==> config.mk <==
export PLATFORM = sky130hd
export DESIGN_NAME = tone_synth_poly
export DESIGN_NICKNAME = d
export VERILOG_FILES = /design/src/rtl/tone_pkg.sv /design/src/rtl/tone_voice.sv /design/src/rtl/tone_synth_poly.sv
export SDC_FILE = /design/constraint.sdc
export NUM_CORES = 1
export LEC_CHECK = 0
export BUFFER_PORTS_ARGS = -buffer_cell sky130_fd_sc_hd__clkbuf_2
export CORE_MARGIN = 4
export CORE_UTILIZATION = 35
export DETAILED_ROUTE_END_ITERATION = 10
export GPL_TIMING_DRIVEN = 0
export PLACE_DENSITY_LB_ADDON = 0.15
export SLEW_MARGIN = 20
export SYNTH_ARGS = -nofsm -noshare
export SYNTH_HDL_FRONTEND = slang
export SYNTH_HIERARCHICAL = 1
export SYNTH_SLANG_ARGS = --single-unit
==> constraint.sdc <==
create_clock -name clk -period 3.7 [get_ports clk]
set_input_delay 0.555 -clock clk [delete_from_list [all_inputs] [get_ports clk]]
set_output_delay 0.555 -clock clk [all_outputs]
set_load 0.02 [all_outputs]
==> src/rtl/tone_pkg.sv <==
// Shared constants and note-table helpers for the polyphonic tone synth.
package tone_pkg;

    localparam int unsigned NOTE_CNT     = 21;
    localparam int unsigned NOTE_W       = 5;
    localparam int unsigned NOTE_PER_OCT = 7;

    // Integer frequency of a note: C4..B4 base table, doubled per octave.
    function automatic int unsigned note_hz(input int unsigned idx);
        int unsigned base;
        case (idx % NOTE_PER_OCT)
            0:       base = 262;
            1:       base = 294;
            2:       base = 330;
            3:       base = 349;
            4:       base = 392;
            5:       base = 440;
            default: base = 494;
        endcase
        return base << (idx / NOTE_PER_OCT);
    endfunction

    // Clock cycles per square-wave half period; out-of-range notes map to 1.
    function automatic int unsigned half_period(input int unsigned clk_hz, input int unsigned idx);
        if (idx >= NOTE_CNT) begin
            return 1;
        end
        return clk_hz / (2 * note_hz(idx));
    endfunction

endpackage

==> src/rtl/tone_voice.sv <==
// One square-wave voice: phase/duration counters and output level.
// TONE_SYNTH_RETRIG_EN adds a latched note and a match output for retrigger.
module tone_voice
    import tone_pkg::*;
#(
    parameter int unsigned HALF_W  = 17,
    parameter int unsigned DUR_W   = 24,
    parameter int unsigned DUR_CYC = 10
) (
    input  logic              clk,
    input  logic              rst_n,
    input  logic              start,
    input  logic              retrig,
    input  logic [HALF_W-1:0] half,
`ifdef TONE_SYNTH_RETRIG_EN
    input  logic [NOTE_W-1:0] note_in,
    output logic              hit_c,
`endif
    output logic              busy,
    output logic              level
);

    localparam logic [DUR_W-1:0] DUR_LAST = DUR_W'(DUR_CYC - 1);

    logic [HALF_W-1:0] half_q;
    logic [HALF_W-1:0] phase;
    logic [DUR_W-1:0]  dur;

`ifdef TONE_SYNTH_RETRIG_EN
    logic [NOTE_W-1:0] note;

    // Latch the note at start so repeats of it can be recognised.
    always_ff @(posedge clk or negedge rst_n) begin
        if (!rst_n) begin
            note <= '0;
        end else if (start) begin
            note <= note_in;
        end
    end

    assign hit_c = busy & (note == note_in);
`endif

    // Square-wave phase, duration timer and busy/level state.
    always_ff @(posedge clk or negedge rst_n) begin
        if (!rst_n) begin
            busy   <= 1'b0;
            level  <= 1'b0;
            phase  <= '0;
            dur    <= '0;
            half_q <= '0;
        end else if (start) begin
            busy   <= 1'b1;
            level  <= 1'b1;
            phase  <= '0;
            dur    <= '0;
            half_q <= half;
        end else if (busy) begin
            if (!retrig && (dur == DUR_LAST)) begin
                busy  <= 1'b0;
                level <= 1'b0;
                phase <= '0;
                dur   <= '0;
            end else begin
                dur <= retrig ? '0 : dur + DUR_W'(1);
                if (phase == half_q - HALF_W'(1)) begin
                    phase <= '0;
                    level <= ~level;
                end else begin
                    phase <= phase + HALF_W'(1);
                end
            end
        end
    end

endmodule

==> src/rtl/tone_synth_poly.sv <==
// Polyphonic square-wave tone generator with sigma-delta 1-bit mixer.
// Optional feature macro: TONE_SYNTH_RETRIG_EN (repeat of an active note restarts it).
module tone_synth_poly
    import tone_pkg::*;
#(
    parameter int unsigned CLK_HZ   = 50_000_000,
    parameter int unsigned N_VOICES = 4,
    parameter int unsigned DUR_MS   = 200
) (
    input  logic                clk,
    input  logic                rst_n,
    input  logic                note_valid,
    input  logic [NOTE_W-1:0]   note_idx,
    output logic                note_ready,
    output logic [N_VOICES-1:0] voice_busy,
    output logic                speaker
);

    localparam int unsigned DUR_CYC = (CLK_HZ / 1000) * DUR_MS;
    localparam int unsigned DUR_W   = $clog2(DUR_CYC + 1);
    localparam int unsigned HALF_W  = $clog2(half_period(CLK_HZ, 0) + 1);
    localparam int unsigned ACC_W   = $clog2(2 * N_VOICES);

    logic [HALF_W-1:0]   half_tab [NOTE_CNT];
    logic [HALF_W-1:0]   half_sel_c;
    logic                idx_ok_c;
    logic                accept_c;
    logic [N_VOICES-1:0] free_c;
    logic [N_VOICES-1:0] alloc_oh_c;
    logic [N_VOICES-1:0] start_c;
    logic [N_VOICES-1:0] retrig_c;
    logic [N_VOICES-1:0] level_v;
    logic [ACC_W-1:0]    sum_c;
    logic [ACC_W-1:0]    acc_next_c;
    logic [ACC_W-1:0]    acc;

    // Elaboration-time half-period table, one entry per note.
    for (genvar i = 0; i < NOTE_CNT; i++) begin : g_half
        assign half_tab[i] = HALF_W'(half_period(CLK_HZ, i));
    end

    assign idx_ok_c   = (note_idx < NOTE_W'(NOTE_CNT));
    assign free_c     = ~voice_busy;
    assign alloc_oh_c = free_c & (~free_c + N_VOICES'(1));
    assign accept_c   = note_valid & note_ready;

    // Half-period lookup for the requested note.
    always_comb begin
        half_sel_c = '0;
        if (idx_ok_c) begin
            half_sel_c = half_tab[note_idx];
        end
    end

`ifdef TONE_SYNTH_RETRIG_EN
    logic [N_VOICES-1:0] hit_c;
    logic [N_VOICES-1:0] match_c;
    logic [N_VOICES-1:0] match_oh_c;

    assign match_c    = hit_c & {N_VOICES{idx_ok_c}};
    assign match_oh_c = match_c & (~match_c + N_VOICES'(1));
    assign note_ready = rst_n & ((|free_c) | (|match_c));

    // Retrigger the lowest matching voice, else allocate the lowest free one.
    always_comb begin
        start_c  = '0;
        retrig_c = '0;
        if (accept_c && idx_ok_c) begin
            if (|match_c) begin
                retrig_c = match_oh_c;
            end else begin
                start_c = alloc_oh_c;
            end
        end
    end

    for (genvar v = 0; v < N_VOICES; v++) begin : g_voice
        tone_voice #(
            .HALF_W (HALF_W),
            .DUR_W  (DUR_W),
            .DUR_CYC(DUR_CYC)
        ) u_voice (
            .clk    (clk),
            .rst_n  (rst_n),
            .start  (start_c[v]),
            .retrig (retrig_c[v]),
            .half   (half_sel_c),
            .note_in(note_idx),
            .hit_c  (hit_c[v]),
            .busy   (voice_busy[v]),
            .level  (level_v[v])
        );
    end
`else
    assign note_ready = rst_n & (|free_c);

    // Allocate the lowest free voice for every valid accepted note.
    always_comb begin
        start_c  = '0;
        retrig_c = '0;
        if (accept_c && idx_ok_c) begin
            start_c = alloc_oh_c;
        end
    end

    for (genvar v = 0; v < N_VOICES; v++) begin : g_voice
        tone_voice #(
            .HALF_W (HALF_W),
            .DUR_W  (DUR_W),
            .DUR_CYC(DUR_CYC)
        ) u_voice (
            .clk   (clk),
            .rst_n (rst_n),
            .start (start_c[v]),
            .retrig(retrig_c[v]),
            .half  (half_sel_c),
            .busy  (voice_busy[v]),
            .level (level_v[v])
        );
    end
`endif

    // Count voices currently driving high.
    always_comb begin
        sum_c = '0;
        for (int v = 0; v < N_VOICES; v++) begin
            sum_c = sum_c + ACC_W'(level_v[v] & voice_busy[v]);
        end
    end

    assign acc_next_c = acc + sum_c;

    // First-order sigma-delta: emit a 1 whenever the accumulator passes N_VOICES.
    always_ff @(posedge clk or negedge rst_n) begin
        if (!rst_n) begin
            acc     <= '0;
            speaker <= 1'b0;
        end else if (acc_next_c >= ACC_W'(N_VOICES)) begin
            acc     <= acc_next_c - ACC_W'(N_VOICES);
            speaker <= 1'b1;
        end else begin
            acc     <= acc_next_c;
            speaker <= 1'b0;
        end
    end

endmodule
* Word level (Yosys, flattened, before mapping)
Memories as Yosys holds them, arrays and structs flattened.
Index checks and enable logic that the tools add are counted.
** Cells by class
- Equality and inequality tests :: 8
- Reductions and logical operators :: 14
- Bitwise logic cells :: 14
- Add/subtract/negate cells :: 18
- Multiplexer cells :: 62
- Order comparisons :: 3
** Operator list (count)
- $mux W17 :: 19
- $mux W24 :: 12
- $add A24 B1 Y24 const B :: 4
- $eq A24 B24 Y1 const B :: 4
- $add A17 B1 Y17 const B :: 4
- $eq A17 B17 Y1 :: 4
- $sub A17 B1 Y17 const B :: 4
- $mux W1 :: 29
- $reduce_bool A3 Y1 :: 4
- $not A4 Y4 :: 2
- $reduce_and A2 Y1 :: 4
- $reduce_bool A2 Y1 :: 4
- $and A1 B1 Y1 :: 6
- $ge A6 B6 Y1 const B :: 1
- $not A5 Y6 :: 1
- $lt A5 B5 Y1 const B :: 1
- $add A4 B1 Y4 const B :: 1
- $and A4 B4 Y4 :: 1
- $mux W4 :: 1
- $not A1 Y1 :: 4
- $reduce_or A4 Y1 :: 1
- $add A2 B1 Y3 :: 1
- $add A3 B1 Y3 :: 1
- $add A3 B3 Y3 :: 1
- 5 further kinds :: 5
** Storage, ports and cells
- Input port bits :: 8
- Memories kept :: 1
- ROM bits :: 544
- Flip-flop bits (word level) :: 244
** Memory list
- (name not given) :: depth 32, bits a word 17, rd ports 1, clocked after memory_dff 0, write ports 0, RTL line tone_synth_poly.sv:51 : half_sel_c = half_tab[note_idx];

* Logic depth before layout (Yosys ltp)
- Depth in word-level cells :: 8
- Depth in mapped cells :: 14
- Mapped depth without buffers :: 11

* Modules after synthesis
The synthesis kept the hierarchy.
** By module, submodules not included
- tone_voice at g_voice[1].u_voice ... :: cells each 385, times used 3, area an instance 3509.6 um^2
- tone_voice at g_voice[0].u_voice :: cells each 377, times used 1, area an instance 3487.1 um^2
- tone_synth_poly :: cells each 147, times used 1, area an instance 1068.5 um^2

* Worst setup path before layout
No wires, ideal clock.
- Path type :: register to register
- Start :: register g_voice[0].u_voice.half_q[0]
- End :: register g_voice[0].u_voice.phase[6]
- Buffers on the path :: 0
- Setup slack :: 0.800 ns
- Setup time :: 0.118 ns
- Arrival :: 2.782 ns
- Stages on the path, launching flop included :: 11
- Cell sequence :: dfrtp_1 > inv_1 > ha_1 > or4b_2 > nor3_1 > or4b_1 > nand3_1 > o41ai_2 > o31ai_4 > o21ai_1 > a21o_1
** On the way
- Word-level cells in the longest chain between the ends :: 6
** Ends and longest elaborated chain
- start: declaration :: RTL line tone_voice.sv:25 : logic [HALF_W-1:0] half_q;
- start signal: assignment :: RTL line tone_voice.sv:57 : half_q <= half;
- $sub A17 B1 Y17 :: RTL line tone_voice.sv:66 : if (phase == half_q - HALF_W'(1)) begin
- $eq A17 B17 Y1 :: RTL line tone_voice.sv:66
- $mux W17 :: RTL line tone_voice.sv:66
- $mux W17 :: RTL line tone_voice.sv:59 : if (!retrig && (dur == DUR_LAST)) begin
- $mux W17 :: RTL line tone_voice.sv:58 : end else if (busy) begin
- $mux W17 :: RTL line tone_voice.sv:52 : end else if (start) begin
- end signal: assignment :: RTL line tone_voice.sv:70 : phase <= phase + HALF_W'(1);
- end: declaration :: RTL line tone_voice.sv:26 : logic [HALF_W-1:0] phase;
Every way passes these cells. The select of a mux whose other input is x is not followed.
A chain may end at the register's enable or synchronous reset.

* Worst setup path after layout
- Start :: register g_voice[1].u_voice.half_q[0]
- End :: register g_voice[1].u_voice.phase[1]
** On the way
- Word-level cells in the longest chain between the ends :: 6
** Ends and longest elaborated chain (RTL line)
- start: declaration :: tone_voice.sv:25
- start signal: assignment :: tone_voice.sv:57
- $sub A17 B1 Y17 :: tone_voice.sv:66
- $eq A17 B17 Y1 :: tone_voice.sv:66
- $mux W17 :: tone_voice.sv:66
- $mux W17 :: tone_voice.sv:59
- $mux W17 :: tone_voice.sv:58
- $mux W17 :: tone_voice.sv:52
- end signal: assignment :: tone_voice.sv:70
- end: declaration :: tone_voice.sv:26
Every way passes these cells. The select of a mux whose other input is x is not followed.

==> results by group <==
Status
  – Status: finished, final reports clean

Detailed routing
  – DRC Markers: 0
  – Post-route antenna net violation count: 0
  – Routed wire length: 39100 um
  – WL/cell: 16.7 um
  – Iter 0 DRT Violations: 733
  – Vias: 12600
  – Via-to-Cell Ratio: 5.37
  – DRT Pass-1 Iters: 4

Layout
  – Non-filler cells, final: 2348
  – Final instance area: 0.0172 sq mm
  – FILL cells: 4274
  – Area occupied by registers: 0.00611 sq mm
  – Footprint of the multi-input gates: 0.00851 sq mm
  – P&R area growth vs syn: 13.7%
  – Layout cell share with drive strength beyond 1: 11.8%
  – Fin nets: 1778
  – Diode count: 0

Yosys
  – Yosys cell types: 88
  – Synthesized flop and latch total: 244
  – Mean post-synth cell area: 8.98 sq um
  – Syn Inst Count: 1679
  – Most used flip-flop cell after synthesis: dfrtp_1
  – Yosys top cell by area: dfrtp_1
  – Post-Syn Area: 0.0151 sq mm
  – Asr flop ratio synth: 100%
  – Post-synth EDFFs: 0
  – Syn. warnings: 6
  – Register area share after synthesis: 40.5%
  – Top post-synthesis cells by area: dfrtp_1 40%, o21ai_0 5.8%, nand2_1 5.1%
  – Top cell type's share of synthesized area: 40.5%

Placement
  – Post-detail-place hpwl: 27200 um
  – Placed instance area: 0.0161 sq mm
  – Port Buffers: 11
  – Placed insts: 2291
  – GPL Wtd Cong: 0.886

STA
  – Relative slew slack: 22.6%
  – RSZ-0062 raised after global routing: no
  – Setup-failing EPs final: 0
  – FMAX: 300 MHz
  – Final Hold Fails: 0
  – Final hold slack: 0.442 ns
  – Final min period: 3.34 ns
  – Count of final max-slew check failures: 0
  – Worst Skew: 0.0202 ns
  – Transition time at the pin with the least slew margin: 1.15 ns
  – Fin crit share: 90.2%
  – Post-route setup TNS: 0 ns

Clocking
  – Post-CTS setup buffer count: 0
  – CTS Buf Count: 30
  – Clk root buf: clkbuf_16
  – TritonCTS clock tree: done
  – CTS Buffer Depth: 3
  – CTS H-Tree Depth: 1
  – Clk slew on worst S/H paths: 0.06 ns
  – Clock sinks: 244
  – Worst-Skew Late Latency: 0.58 ns

Die
  – I/O pin total: 14
  – Initial Utilization: 35.6%
  – Die W: 216 um
  – Rows: 75
  – Die H: 216 um
  – Die area: 0.0465 sq mm
  – Core area: 0.0423 sq mm

Power
  – Int Power: 6820 uW
  – Power Density: 641 mW/mm^2
  – Clock share of power: 27.9%
  – Combinational Power Share: 35.5%
  – Switching Share: 38.0%
  – Peak supply drop: 366 uV
  – Switch Pwr: 4180 uW
  – Leakage: 0.00722 uW
  – Part of the power in registers: 36.6%

Setup path
  – RR Endpoint: g_voice[1].u_voice/phase[1]$_DFFE_PN0P_
  – Worst R2R Path Depth: 10
  – Req. time, crit path: 4.13 ns
  – CP Cell Sequence: inv_1 -> ha_1 -> nor3b_2 -> nand4_1 -> or3_1 -> a22o_1 -> or4_4 -> o21ai_4 -> nand2b_1 -> o21ai_0
  – WP data arrival: 3.77 ns
  – Reg2reg start: g_voice[1].u_voice/half_q[0]$_DFFE_PN0P_
  – R2R setup slack: 0.36 ns
  – Top cell family by delay on the critical path: simple AND/OR/NAND/NOR gates
  – Critical path peak fanout: 10
  – CP Capture Type: flip-flop
  – Critical path buffer and inverter count: 1
  – CP Class: flip-flop to flip-flop
  – Slowest-stage cell, CP: or4_4
  – Crit-path max cell delay: 0.46 ns
  – Critical Path Source Type: flip-flop

Global routing
  – Largest net degree at the start of global routing: 85
  – First-pass GRT wire length: 64900 um
  – Initial antenna violation count: 0
  – Vias in the first global route: 12100
  – Total GRT Usage: 16.6%
  – Global route total overflow: 0

Hold path
  – HP Start: acc[2]$_DFF_PN0_
  – Worst hold path endpoint: speaker$_DFF_PN0_
  – Worst min path class: flip-flop to flip-flop
  – Hold Crit Depth: 1

Run
  – Max-Cap Viols: 0
[cells in the final DEF, fill, tap and decap left out, types with 28 or more instances in the layout]
cell and n:
nor3_1 35, a21oi_1 44, xnor2_1 58, nand2_1 206, nor2_1 118, nand3_1 87
and3_1 53, clkbuf_16 32, o21ai_0 175, dfrtp_1 244, inv_1 45, o31ai_1 28
xor2_1 69, mux2_2 56, clkbuf_1 52
[kinds of logic after synthesis]
group / after synthesis / share of synthesized area [%]
AOI/OAI and AO/OA: 387 / 16.7
xor gates and xnor gates: 130 / 7.82
adders and majority gates: 21 / 1.89
buffers and inverters: 127 / 3.70
DFF: 244 / 40.5
muxes: 61 / 4.51
other: 1 / 0.0249
and+or+nand+nor: 708 / 24.8
[state kept, by name (all words and copies together), names as in the netlist]
name	flops
acc	3
g_voice.u_voice/busy	4
g_voice.u_voice/dur	96
g_voice.u_voice/half_q	68
g_voice.u_voice/level	4
g_voice.u_voice/phase	68
speaker	1
[layout make-up]
type | instances | share of cell area, %
multi-input combinational | 1326 | 49.6
sequential | 244 | 35.6
clock buffer | 47 | 5.52
tap | 577 | 4.21
buffer | 81 | 2.28
timing repair buffer | 20 | 1.28
inverter | 46 | 1.01
clock inverter | 7 | 0.518
[synthesized netlist by cell type (20+ instances only)]
cell type / instances
xor2_1: 69
nand4_1: 27
nand2_1: 206
nand3_1: 87
mux2_2: 56
a21oi_1: 44
inv_1: 45
a21o_1: 20
nor3_1: 35
dfrtp_1: 244
or3_1: 24
nor2_1: 118
clkbuf_1: 51
xnor2_1: 58
o21ai_0: 175
o31ai_1: 28
and3_1: 53
[metal layers]
layer	global-route usage [%]	up-vias	routed length, um	part of all wire, %
li1	-	6204	-	-
met1	24.2	6103	19000	49
met2	26.0	242	17400	44
met3	2.77	54	1940	5.0
met4	3.59	0	823	2.1
met5	0	-	0	0
[stage by stage]
stage	util (%)	power [uW]	worst slack [ns]
after floorplan	-	6850	0.800
after global placement	37.6	7900	-5.31
after detailed placement	37.9	7990	-0.182
after CTS	40.5	11100	0.0144
after global routing	40.5	11800	0.0787
final	40.5	11000	0.364
[worst max path at each step]
| stage | start | end | slack, ns | cells after the start |
|---|---|---|---|---|
| after floorplan | g_voice[0].u_voice/half_q[0]$_DFFE_PN0P_ | g_voice[0].u_voice/phase[6]$_DFFE_PN0P_ | 0.80 | 10 |
| after global placement | rst_n | g_voice[2].u_voice/phase[14]$_DFFE_PN0P_ | -5.31 | 12 |
| after detailed placement | rst_n | g_voice[3].u_voice/dur[9]$_DFFE_PN0P_ | -0.18 | 11 |
| after CTS | rst_n | g_voice[1].u_voice/phase[14]$_DFFE_PN0P_ | 0.01 | 14 |
| after global routing | g_voice[0].u_voice/half_q[2]$_DFFE_PN0P_ | g_voice[0].u_voice/phase[6]$_DFFE_PN0P_ | 0.08 | 8 |
| final | g_voice[1].u_voice/half_q[0]$_DFFE_PN0P_ | g_voice[1].u_voice/phase[1]$_DFFE_PN0P_ | 0.36 | 10 |
[power by group through the flow]
stage          clock (uW)  combinational (uW)  sequential [uW]
2_1_floorplan           0                2990             3860
4_1_cts              3170                3930             4040
3_5_place_dp            0                3910             4090
3_3_place_gp            0                3830             4080
6_report             3060                3900             4030
5_1_grt              3280                4410             4150
[timing repair]
item / CTS / global route
gates resized for setup: 0 / 8
hold buffers: 2 / 0
setup endpoints to repair: 0 / 75
endpoints found under the hold margin: 24 / 0
(Power assumes the default switching activity.)
